<file path="config.mk">
export PLATFORM = sky130hd
export DESIGN_NAME = l2_bank_ctrl_flat
export DESIGN_NICKNAME = d
export VERILOG_FILES = /design/src/rtl/l2_pkg.sv /design/src/rtl/l2_bank_ctrl_if.sv /design/src/rtl/l2_fifo.sv /design/src/rtl/l2_bank_ctrl.sv /design/src/flat_wrapper.sv
export SDC_FILE = /design/constraint.sdc
export NUM_CORES = 1
export LEC_CHECK = 0
export BUFFER_PORTS_ARGS = -buffer_cell sky130_fd_sc_hd__buf_2
export CAP_MARGIN = 20
export CORE_ASPECT_RATIO = 0.8
export CORE_MARGIN = 2
export CORE_UTILIZATION = 30
export CTS_CLUSTER_DIAMETER = 40
export CTS_CLUSTER_SIZE = 8
export DETAILED_ROUTE_END_ITERATION = 12
export HOLD_SLACK_MARGIN = 0.12
export PLACE_DENSITY = 0.48
export SYNTH_ARGS = -nofsm -noshare
export SYNTH_HDL_FRONTEND = slang
export SYNTH_SLANG_ARGS = --single-unit
</file>
<file path="constraint.sdc">
create_clock -name clk -period 23.4 [get_ports clk]
set_input_delay 1.17 -clock clk [delete_from_list [all_inputs] [get_ports clk]]
set_output_delay 1.17 -clock clk [all_outputs]
set_load 0.05 [all_outputs]
</file>
<file path="src/rtl/l2_pkg.sv">
// l2_pkg: shared defaults and record types for the L2 bank request front-end.
//   L2_*            default widths/depths used by l2_bank_ctrl and its interface
//   l2_req_t        queued request record {wr, addr, wdata, tag} at default widths
//   l2_rsp_t        queued read response record {rdata, tag} at default widths
//   l2_cnt_width()  occupancy counter width for a queue of the given depth
package l2_pkg;

    localparam int unsigned L2_ADDR_WIDTH = 40;
    localparam int unsigned L2_DATA_WIDTH = 64;
    localparam int unsigned L2_TAG_WIDTH  = 8;
    localparam int unsigned L2_REQ_DEPTH  = 4;
    localparam int unsigned L2_RSP_DEPTH  = 4;

    typedef struct packed {
        logic                     wr;
        logic [L2_ADDR_WIDTH-1:0] addr;
        logic [L2_DATA_WIDTH-1:0] wdata;
        logic [L2_TAG_WIDTH-1:0]  tag;
    } l2_req_t;

    typedef struct packed {
        logic [L2_DATA_WIDTH-1:0] rdata;
        logic [L2_TAG_WIDTH-1:0]  tag;
    } l2_rsp_t;

    // A queue of DEPTH entries must be able to represent 0..DEPTH inclusive.
    function automatic int unsigned l2_cnt_width(input int unsigned depth);
        return $clog2(depth) + 1;
    endfunction

endpackage

</file>
<file path="src/rtl/l2_bank_ctrl_if.sv">
// l2_bank_ctrl_if: bundles the request channel, response channel, bank port
// and error flag of one L2 bank front-end.
//   slave  : the controller's view (accepts requests, drives responses/bank)
//   master : the surrounding view (crossbar side + bank model)
interface l2_bank_ctrl_if
    import l2_pkg::*;
#(
    parameter int unsigned ADDR_WIDTH = L2_ADDR_WIDTH,
    parameter int unsigned DATA_WIDTH = L2_DATA_WIDTH,
    parameter int unsigned TAG_WIDTH  = L2_TAG_WIDTH
) ();

    logic                  req_valid;
    logic                  req_ready;
    logic                  req_wr;
    logic [ADDR_WIDTH-1:0] req_addr;
    logic [DATA_WIDTH-1:0] req_wdata;
    logic [TAG_WIDTH-1:0]  req_tag;

    logic                  rsp_valid;
    logic                  rsp_ready;
    logic [DATA_WIDTH-1:0] rsp_rdata;
    logic [TAG_WIDTH-1:0]  rsp_tag;

    logic                  bank_en;
    logic                  bank_wr;
    logic [ADDR_WIDTH-1:0] bank_addr;
    logic [DATA_WIDTH-1:0] bank_wdata;
    logic [DATA_WIDTH-1:0] bank_rdata;
    logic                  bank_ready;

    logic                  err_no_ready;

    modport slave (
        input  req_valid, req_wr, req_addr, req_wdata, req_tag,
        output req_ready,
        output rsp_valid, rsp_rdata, rsp_tag,
        input  rsp_ready,
        output bank_en, bank_wr, bank_addr, bank_wdata,
        input  bank_rdata, bank_ready,
        output err_no_ready
    );

    modport master (
        output req_valid, req_wr, req_addr, req_wdata, req_tag,
        input  req_ready,
        input  rsp_valid, rsp_rdata, rsp_tag,
        output rsp_ready,
        input  bank_en, bank_wr, bank_addr, bank_wdata,
        output bank_rdata, bank_ready,
        input  err_no_ready
    );

endinterface

</file>
<file path="src/rtl/l2_fifo.sv">
// l2_fifo: synchronous FIFO, no empty bypass, asynchronous active-high reset.
//   clk, rst     : clock / async reset (clears pointers, count and storage)
//   push, din    : write when not full
//   pop, dout    : read when not empty; dout shows the head entry
//   full, empty  : occupancy flags
//   count        : entries held, 0..DEPTH
module l2_fifo
    import l2_pkg::*;
#(
    parameter int unsigned WIDTH = 8,
    parameter int unsigned DEPTH = 4
) (
    input  logic                              clk,
    input  logic                              rst,
    input  logic                              push,
    input  logic [WIDTH-1:0]                  din,
    input  logic                              pop,
    output logic [WIDTH-1:0]                  dout,
    output logic                              full,
    output logic                              empty,
    output logic [l2_cnt_width(DEPTH)-1:0]    count
);

    localparam int unsigned PW = $clog2(DEPTH);
    localparam int unsigned CW = l2_cnt_width(DEPTH);

    logic [WIDTH-1:0] mem [DEPTH];
    logic [PW-1:0]    wr_ptr;
    logic [PW-1:0]    rd_ptr;
    logic             do_push;
    logic             do_pop;

    assign full    = (count == CW'(DEPTH));
    assign empty   = (count == '0);
    assign do_push = push && !full;
    assign do_pop  = pop && !empty;
    assign dout    = mem[rd_ptr];

    // DEPTH is a power of two, so pointer overflow is the modulo wrap.
    always_ff @(posedge clk or posedge rst) begin
        if (rst) begin
            wr_ptr <= '0;
            rd_ptr <= '0;
            count  <= '0;
            mem    <= '{default: '0};
        end else begin
            if (do_push) begin
                mem[wr_ptr] <= din;
                wr_ptr      <= wr_ptr + PW'(1);
            end
            if (do_pop) begin
                rd_ptr <= rd_ptr + PW'(1);
            end
            case ({do_push, do_pop})
                2'b10:   count <= count + CW'(1);
                2'b01:   count <= count - CW'(1);
                default: count <= count;
            endcase
        end
    end

endmodule

</file>
<file path="src/rtl/l2_bank_ctrl.sv">
// l2_bank_ctrl: in-order request front-end for one L2 bank.
//   clk, rst : clock / async active-high reset
//   bus      : l2_bank_ctrl_if.slave
//     req_*      tagged read/write request channel (valid/ready)
//     rsp_*      tagged read response channel (valid/ready)
//     bank_*     bank SRAM port; bank_ready/bank_rdata one cycle after bank_en
//     err_no_ready sticky: bank missed an expected bank_ready
module l2_bank_ctrl
    import l2_pkg::*;
#(
    parameter int unsigned ADDR_WIDTH = L2_ADDR_WIDTH,
    parameter int unsigned DATA_WIDTH = L2_DATA_WIDTH,
    parameter int unsigned TAG_WIDTH  = L2_TAG_WIDTH,
    parameter int unsigned REQ_DEPTH  = L2_REQ_DEPTH,
    parameter int unsigned RSP_DEPTH  = L2_RSP_DEPTH
) (
    input logic           clk,
    input logic           rst,
    l2_bank_ctrl_if.slave bus
);

    localparam int unsigned RQCW = l2_cnt_width(REQ_DEPTH);
    localparam int unsigned RSCW = l2_cnt_width(RSP_DEPTH);
    localparam int unsigned UW   = RSCW + 1;

    // Local records track the instance widths; l2_pkg types fix the defaults.
    typedef struct packed {
        logic                  wr;
        logic [ADDR_WIDTH-1:0] addr;
        logic [DATA_WIDTH-1:0] wdata;
        logic [TAG_WIDTH-1:0]  tag;
    } req_t;

    typedef struct packed {
        logic [DATA_WIDTH-1:0] rdata;
        logic [TAG_WIDTH-1:0]  tag;
    } rsp_t;

    req_t            req_in;
    req_t            req_head;
    logic            req_push;
    logic            req_full;
    logic            req_empty;
    logic [RQCW-1:0] req_count;

    rsp_t            rsp_in;
    rsp_t            rsp_head;
    logic            rsp_push;
    logic            rsp_pop;
    logic            rsp_full;
    logic            rsp_empty;
    logic [RSCW-1:0] rsp_count;

    logic            issue;
    logic            rd_credit;
    logic [UW-1:0]   rd_used;

    logic                 ifl_valid;
    logic                 ifl_rd;
    logic [TAG_WIDTH-1:0] ifl_tag;
    logic                 inflight_rd;
    logic                 err_q;

    // ---------------- request queue ----------------
    assign req_in = '{wr: bus.req_wr, addr: bus.req_addr,
                      wdata: bus.req_wdata, tag: bus.req_tag};
    assign bus.req_ready = !req_full;
    assign req_push      = bus.req_valid && !req_full;

    l2_fifo #(.WIDTH($bits(req_t)), .DEPTH(REQ_DEPTH)) u_req_q (
        .clk   (clk),
        .rst   (rst),
        .push  (req_push),
        .din   (req_in),
        .pop   (issue),
        .dout  (req_head),
        .full  (req_full),
        .empty (req_empty),
        .count (req_count)
    );

    // ---------------- issue ----------------
    // Read credit counts queued responses plus a read awaiting completion;
    // a response leaving this cycle is only reflected next cycle.
    assign inflight_rd = ifl_valid && ifl_rd;
    assign rd_used     = UW'(rsp_count) + UW'(inflight_rd);
    assign rd_credit   = rd_used < UW'(RSP_DEPTH);
    assign issue       = !req_empty && (req_head.wr || rd_credit);

    assign bus.bank_en    = issue;
    assign bus.bank_wr    = issue && req_head.wr;
    assign bus.bank_addr  = req_head.addr;
    assign bus.bank_wdata = req_head.wdata;

    // ---------------- in-flight / completion ----------------
    always_ff @(posedge clk or posedge rst) begin
        if (rst) begin
            ifl_valid <= 1'b0;
            ifl_rd    <= 1'b0;
            ifl_tag   <= '0;
        end else begin
            ifl_valid <= issue;
            ifl_rd    <= issue && !req_head.wr;
            ifl_tag   <= req_head.tag;
        end
    end

    always_ff @(posedge clk or posedge rst) begin
        if (rst) begin
            err_q <= 1'b0;
        end else if (ifl_valid && !bus.bank_ready) begin
            err_q <= 1'b1;
        end
    end

    assign bus.err_no_ready = err_q;

    // ---------------- response queue ----------------
    assign rsp_push = inflight_rd && bus.bank_ready;
    assign rsp_in   = '{rdata: bus.bank_rdata, tag: ifl_tag};
    assign rsp_pop  = !rsp_empty && bus.rsp_ready;

    l2_fifo #(.WIDTH($bits(rsp_t)), .DEPTH(RSP_DEPTH)) u_rsp_q (
        .clk   (clk),
        .rst   (rst),
        .push  (rsp_push),
        .din   (rsp_in),
        .pop   (rsp_pop),
        .dout  (rsp_head),
        .full  (rsp_full),
        .empty (rsp_empty),
        .count (rsp_count)
    );

    assign bus.rsp_valid = !rsp_empty;
    assign bus.rsp_rdata = rsp_head.rdata;
    assign bus.rsp_tag   = rsp_head.tag;

    // Credit accounting guarantees the response queue never overflows.
    a_rsp_no_overflow: assert property (@(posedge clk) disable iff (rst)
        rsp_push |-> !rsp_full);
    a_req_cnt_bound: assert property (@(posedge clk) disable iff (rst)
        req_count <= RQCW'(REQ_DEPTH));

endmodule
</file>
<file path="src/flat_wrapper.sv">
// flat-port wrapper written by rule: the top's interface ports become plain ports
module l2_bank_ctrl_flat import l2_pkg::*;
#(
    parameter int unsigned ADDR_WIDTH = L2_ADDR_WIDTH,
    parameter int unsigned DATA_WIDTH = L2_DATA_WIDTH,
    parameter int unsigned TAG_WIDTH  = L2_TAG_WIDTH,
    parameter int unsigned REQ_DEPTH  = L2_REQ_DEPTH,
    parameter int unsigned RSP_DEPTH  = L2_RSP_DEPTH
)
  (clk, rst, bus_req_valid, bus_req_wr, bus_req_addr, bus_req_wdata, bus_req_tag, bus_req_ready, bus_rsp_valid, bus_rsp_rdata, bus_rsp_tag, bus_rsp_ready, bus_bank_en, bus_bank_wr, bus_bank_addr, bus_bank_wdata, bus_bank_rdata, bus_bank_ready, bus_err_no_ready);
  l2_bank_ctrl_if #(.ADDR_WIDTH(ADDR_WIDTH), .DATA_WIDTH(DATA_WIDTH), .TAG_WIDTH(TAG_WIDTH)) bus_i ();
  input logic clk;
  input logic rst;
  input wire logic [$bits(bus_i.req_valid)-1:0] bus_req_valid;
  input wire logic [$bits(bus_i.req_wr)-1:0] bus_req_wr;
  input wire logic [$bits(bus_i.req_addr)-1:0] bus_req_addr;
  input wire logic [$bits(bus_i.req_wdata)-1:0] bus_req_wdata;
  input wire logic [$bits(bus_i.req_tag)-1:0] bus_req_tag;
  output wire logic [$bits(bus_i.req_ready)-1:0] bus_req_ready;
  output wire logic [$bits(bus_i.rsp_valid)-1:0] bus_rsp_valid;
  output wire logic [$bits(bus_i.rsp_rdata)-1:0] bus_rsp_rdata;
  output wire logic [$bits(bus_i.rsp_tag)-1:0] bus_rsp_tag;
  input wire logic [$bits(bus_i.rsp_ready)-1:0] bus_rsp_ready;
  output wire logic [$bits(bus_i.bank_en)-1:0] bus_bank_en;
  output wire logic [$bits(bus_i.bank_wr)-1:0] bus_bank_wr;
  output wire logic [$bits(bus_i.bank_addr)-1:0] bus_bank_addr;
  output wire logic [$bits(bus_i.bank_wdata)-1:0] bus_bank_wdata;
  input wire logic [$bits(bus_i.bank_rdata)-1:0] bus_bank_rdata;
  input wire logic [$bits(bus_i.bank_ready)-1:0] bus_bank_ready;
  output wire logic [$bits(bus_i.err_no_ready)-1:0] bus_err_no_ready;
  assign bus_i.req_valid = bus_req_valid;
  assign bus_i.req_wr = bus_req_wr;
  assign bus_i.req_addr = bus_req_addr;
  assign bus_i.req_wdata = bus_req_wdata;
  assign bus_i.req_tag = bus_req_tag;
  assign bus_req_ready = bus_i.req_ready;
  assign bus_rsp_valid = bus_i.rsp_valid;
  assign bus_rsp_rdata = bus_i.rsp_rdata;
  assign bus_rsp_tag = bus_i.rsp_tag;
  assign bus_i.rsp_ready = bus_rsp_ready;
  assign bus_bank_en = bus_i.bank_en;
  assign bus_bank_wr = bus_i.bank_wr;
  assign bus_bank_addr = bus_i.bank_addr;
  assign bus_bank_wdata = bus_i.bank_wdata;
  assign bus_i.bank_rdata = bus_bank_rdata;
  assign bus_i.bank_ready = bus_bank_ready;
  assign bus_err_no_ready = bus_i.err_no_ready;
  l2_bank_ctrl #(.ADDR_WIDTH(ADDR_WIDTH), .DATA_WIDTH(DATA_WIDTH), .TAG_WIDTH(TAG_WIDTH), .REQ_DEPTH(REQ_DEPTH), .RSP_DEPTH(RSP_DEPTH)) u_core (.clk(clk), .rst(rst), .bus(bus_i));
endmodule
</file>
After elaboration in Yosys (flattened, before gate mapping)

Cells that the tools add are included.

Magnitude comparators: 7
Reduce and logical (&&, ||, !) cells: 25
$add $sub $neg: 9
Bitwise operators: 4
Equal/unequal tests: 6
Multiplexer cells: 14

Operators with widths:

| kind                  | number |
|---|---|
| $bwmux W452           | 1 |
| $mux W113             | 3 |
| $bwmux W288           | 1 |
| $bmux W113 S2         | 1 |
| $demux W113 S2        | 1 |
| $mux W72              | 3 |
| $bmux W72 S2          | 1 |
| $demux W72 S2         | 1 |
| $logic_and A1 B1 Y1   | 14 |
| $ge A3 B3 Y1 const B  | 4 |
| $not A2 Y3            | 4 |
| $pmux W3 S2           | 2 |
| $add A2 B1 Y2 const B | 4 |
| $add A3 B1 Y3 const B | 2 |
| $eq A3 B3 Y1 const B  | 2 |
| $logic_not A1 Y1      | 6 |
| $logic_not A3 Y1      | 2 |
| $lt A3 B1 Y1 const B  | 2 |
| $sub A3 B1 Y3 const B | 2 |
| $add A3 B1 Y4         | 1 |
| $eq A2 B1 Y1 const B  | 2 |
| $eq A2 B2 Y1 const B  | 2 |
| $lt A4 B3 Y1 const B  | 1 |
| $reduce_bool A2 Y1    | 2 |
| $logic_or A1 B1 Y1    | 1 |

Bits of input ports: 182
Register bits: 765
Word-level logic and storage cells: 83
Output and inout bits: 181

Depth between registers and ports, before layout

Depth in word-level cells: 9
Mapped depth: 10
Depth with buffers taken out: 9

By module

A second synthesis with hierarchy kept.

Cell total of the unflattened synthesis: 1889
Area, all modules: 33255.6 sq um

Modules (own cells, without submodules):

| module                   | cells an instance | instances | sequential area each (sq um) | area an instance (sq um) |
|---|---|---|---|---|
| l2_fifo (u_core.u_req_q) | 1132              | 1         | 11486.0                      | 19940.4 |
| l2_fifo (u_core.u_rsp_q) | 733               | 1         | 7382.1                       | 12959.9 |
| l2_bank_ctrl             | 24                | 1         | 275.3                        | 355.3 |

Least setup slack after synthesis

No wires, ideal clock.

Path kind: flip-flop to output port
Start: register u_core.u_req_q.rd_ptr[1]
End: output bus_bank_addr[16]
Setup slack: 20.588 ns
Cell stages (with the launch flop): 6
Path buffers: 4
Data required time: 22.230 ns
Arrival time: 1.642 ns
Path through: dfrtp_1 -> buf_2 -> buf_4 -> buf_2 -> mux4_2 -> buf_4

RTL lines:

| element                  | RTL line           | text |
|---|---|---|
| start: declaration       | l2_fifo.sv:29      | `logic [PW-1:0] rd_ptr;` |
| start signal: assignment | l2_fifo.sv:52      | `rd_ptr <= rd_ptr + PW'(1);` |
| end: declaration         | flat_wrapper.sv:26 | `output wire logic [$bits(bus_i.bank_addr)-1:0] bus_bank_addr;` |

Worst setup path in the final report

Start: register u_core.u_req_q.rd_ptr[0]
End: output bus_bank_wdata[32]

Cells in the longest elaborated chain, start to end: 4

Ends and longest elaborated chain:

| element                                      | RTL line           | text |
|---|---|---|
| $not A2 Y3 (not written as such)             | l2_fifo.sv:37      | `assign dout = mem[rd_ptr];` |
| $bmux W113 S2                                | l2_fifo.sv:37      |  |
| $mux W113 (not written as such) (2 in a row) | l2_fifo.sv:37      |  |
| end: declaration                             | flat_wrapper.sv:27 | `output wire logic [$bits(bus_i.bank_wdata)-1:0] bus_bank_wdata;` |

No other way between the ends. The select of a mux whose other input is x is not followed.

==> impl_metrics.py <==
metrics = {
    "clock_network": {
        "cts_buffers": 138,
        "clockBufferDepth": 3,
        "cts_tree": "yes",
        "cts-root-buf": "clkbuf_16",
        "clk_pin_slew_ns": 0.05,
        "clkLatencyLatePin_ns": 0.74,
        "h-tree-depth": 4,
        "cts_resized": 0,
        "clock_sinks": 765,
        "ctsHoldBuffers": 0,
        "post-cts-setup-buffers": 0,
    },
    "worst_setup_path": {
        "r2r_cells": 8,
        "critical_path.max_fanout": 42,
        "max_stage_delay_ns": 0.88,
        "critPathLaunchType": "flop",
        "cpMostUsedCell": "buf_4",
        "cp_data_required_time_ns": 22.23,
        "worst_setup_path_end_kind": "primary output",
        "crit_chain": "buf_4 -> buf_4 -> mux4_2 -> buf_2",
        "cp_data_arrival_time_ns": 4.11,
        "cp_slowest_cell": "dfrtp_4",
        "crit_type": "reg2out",
    },
    "floorplan": {
        "io_pins": 363,
        "dieHeight_um": 305,
        "core_sq_mm": 0.113,
        "die_width_um": 381,
        "initial_utilization_pct": 30.3,
        "die_area_sq_mm": 0.116,
        "rows": 110,
    },
    "global_routing": {
        "grt_pass1_wl_um": 131000,
        "grt_max_degree": 191,
        "grt_usage_pct": 14.8,
        "grt_overflow": 0,
        "grt_pass1_vias": 21400,
        "antenna_found_initial": 26,
    },
    "layout": {
        "area_growth_pct": 19.8,
        "drive_above_1_share_pct": 61.9,
        "fin_nets": 2480,
    },
    "min_path": {
        "hp-class": "reg2reg",
        "hold_depth": 1,
    },
    "routing": {
        "post_drt_wl_per_cell_um": 21.7,
        "remaining_drc_errors": 0,
        "drt_wl_total_um": 84500,
        "via_per_inst": 4.76,
        "ant_nets": 0,
        "drtIter0Drc": 604,
        "num_vias": 18600,
        "dr.pass1.iters": 4,
    },
    "timing": {
        "max_freq_ghz": 0.189,
        "rsz0062_at_grt": "false",
        "slew_headroom_pct": 18.7,
        "min_period_over_period_pct": 22.6,
        "tns_ns": 0,
        "finalHoldViolations": 0,
        "setup_viol": 0,
        "period_minus_slack_ns": 5.28,
        "worstMarginPinSlew_ns": 1.22,
        "slew_viol_final": 0,
        "finClkSkew_ns": 0.0222,
    },
    "placed_design": {
        "routabilityCongestion": 0.709,
        "hpwlAfterDp_um": 50800,
        "port_buffers": 362,
    },
    "logic_synthesis": {
        "ys_seq_area_share_pct": 56.2,
        "ys_ff_latch": 765,
        "ys_warn_count": 0,
        "synth_fp_nets": 2177,
        "syn_area_per_cell_sq_um": 17.2,
        "synth_cells": 1983,
        "synth_top_cells_by_area": "dfrtp_1 56%, mux2_2 22%, mux4_2 12%",
        "synth_top_area_share_pct": 56.2,
        "synth.cell_area_sq_mm": 0.0341,
        "synth_top_area_cell": "dfrtp_1",
        "ys_types": 32,
    },
    "outcome": {
        "outcome": "finished, final reports clean",
    },
    "job": {
        "drv_cap": 0,
    },
}
==> layer usage <==
layer | global-route usage [%] | up-vias | part of all wire, %
li1 | - | 7903 | -
met1 | 18.4 | 9977 | 42
met2 | 23.8 | 460 | 48
met3 | 5.18 | 191 | 6.8
met4 | 5.30 | 28 | 2.6
met5 | 0 | - | 0.20
==> synthesized netlist by cell type, drive strengths merged <==
library cell / n
or3b: 2
a41oi: 1
mux2i: 1
clkbuf: 7
xnor2: 6
ha: 10
a21o: 1
o211a: 1
nand3: 9
o21a: 1
buf: 219
mux2: 742
and3: 1
fa: 2
nor2: 3
xor2: 5
o2111ai: 1
o21ai: 2
dfrtp: 765
nand2: 3
or3: 2
o31a: 1
and2: 2
inv: 11
mux4: 185
==> sequential cells by signal (all words and copies together), names as in the netlist, 2 cells and up <==
signal	cells
u_core.u_req_q.wr_ptr	2
u_core.u_rsp_q.mem	288
u_core.u_rsp_q.count	3
u_core.ifl_tag	8
u_core.u_req_q.mem	452
u_core.u_req_q.count	3
u_core.u_rsp_q.wr_ptr	2
u_core.u_rsp_q.rd_ptr	2
u_core.u_req_q.rd_ptr	2
==> worst paths after layout <==
kind                                           from  slack [ns]                       to
hold reg to reg             u_core.bus.err_no_ready        0.48  u_core.bus.err_no_ready
min in group asynchronous                       rst        0.60   u_core.u_rsp_q.mem[89]
setup reg to reg           u_core.u_req_q.rd_ptr[0]       19.51  u_core.u_req_q.count[2]
hold / removal              u_core.bus.err_no_ready        0.48  u_core.bus.err_no_ready
max in group asynchronous                       rst       19.76   u_core.u_req_q.mem[25]
setup / recovery           u_core.u_req_q.rd_ptr[0]       18.12       bus_bank_wdata[32]
==> placed cells by master (no fill, tap or decap), drive strengths merged <==
cell      count
dfrtp       765
mux2        742
buf         389
clkbuf      191
mux4        185
clkinv       21
inv          17
ha           10
bufinv        9
nand3         9
diode         6
xnor2         6
clkinvlp      6
xor2          5
nand2         3
nor2          3
or3b          2
and2          2
or3           2
o21ai         2
fa            2
o31a          1
and3          1
a41oi         1
o21a          1
a21o          1
o211a         1
o2111ai       1
mux2i         1
==> kinds of logic after synthesis <==
logic type / count (synthesis) / synth area share [%]
buffers and inverters: 237 / 5.49
DFF: 765 / 56.2
AOI/OAI and AO/OA: 8 / 0.180
and+or+nand+nor: 22 / 0.635
xor gates and xnor gates: 11 / 0.283
adders and majority gates: 12 / 0.485
muxes: 928 / 36.8
==> final cells by class <==
type / instances / area, sq um
Fill cell: 10700 / 71700
Multi-Input combinational cell: 981 / 13100
Timing Repair Buffer: 389 / 2050
Tap cell: 1512 / 1890
Inverter: 11 / 48.8
Antenna cell: 6 / 15.0
Clock buffer: 191 / 4030
Clock inverter: 42 / 582
Sequential cell: 765 / 19200
==> per-stage QoR <==
step | instances | area [sq um] | utilization [%] | hold slack [ns] | setup slack, ns
4_1_cts | 3890 | 40800 | 36.2 | 0.481 | 17.90
3_5_place_dp | 3657 | 36200 | 32.1 | 0.475 | 18.54
3_3_place_gp | 3657 | 36200 | 32.1 | 0.465 | 18.72
6_report | 3897 | 40800 | 36.3 | 0.478 | 18.12
5_1_grt | 3894 | 40800 | 36.3 | 0.500 | 17.81
2_1_floorplan | 1983 | 34100 | - | 0.446 | 0.757
==> worst max-delay path: cells and delay by family, from the launching register on <==
family   cells  cell delay [ns]
mux          1             0.62
flops        1             0.88
buf+inv      3             1.75
Power is not shown: default switching activity piles up to over one toggle a cycle in this logic, so the estimate is an artifact.
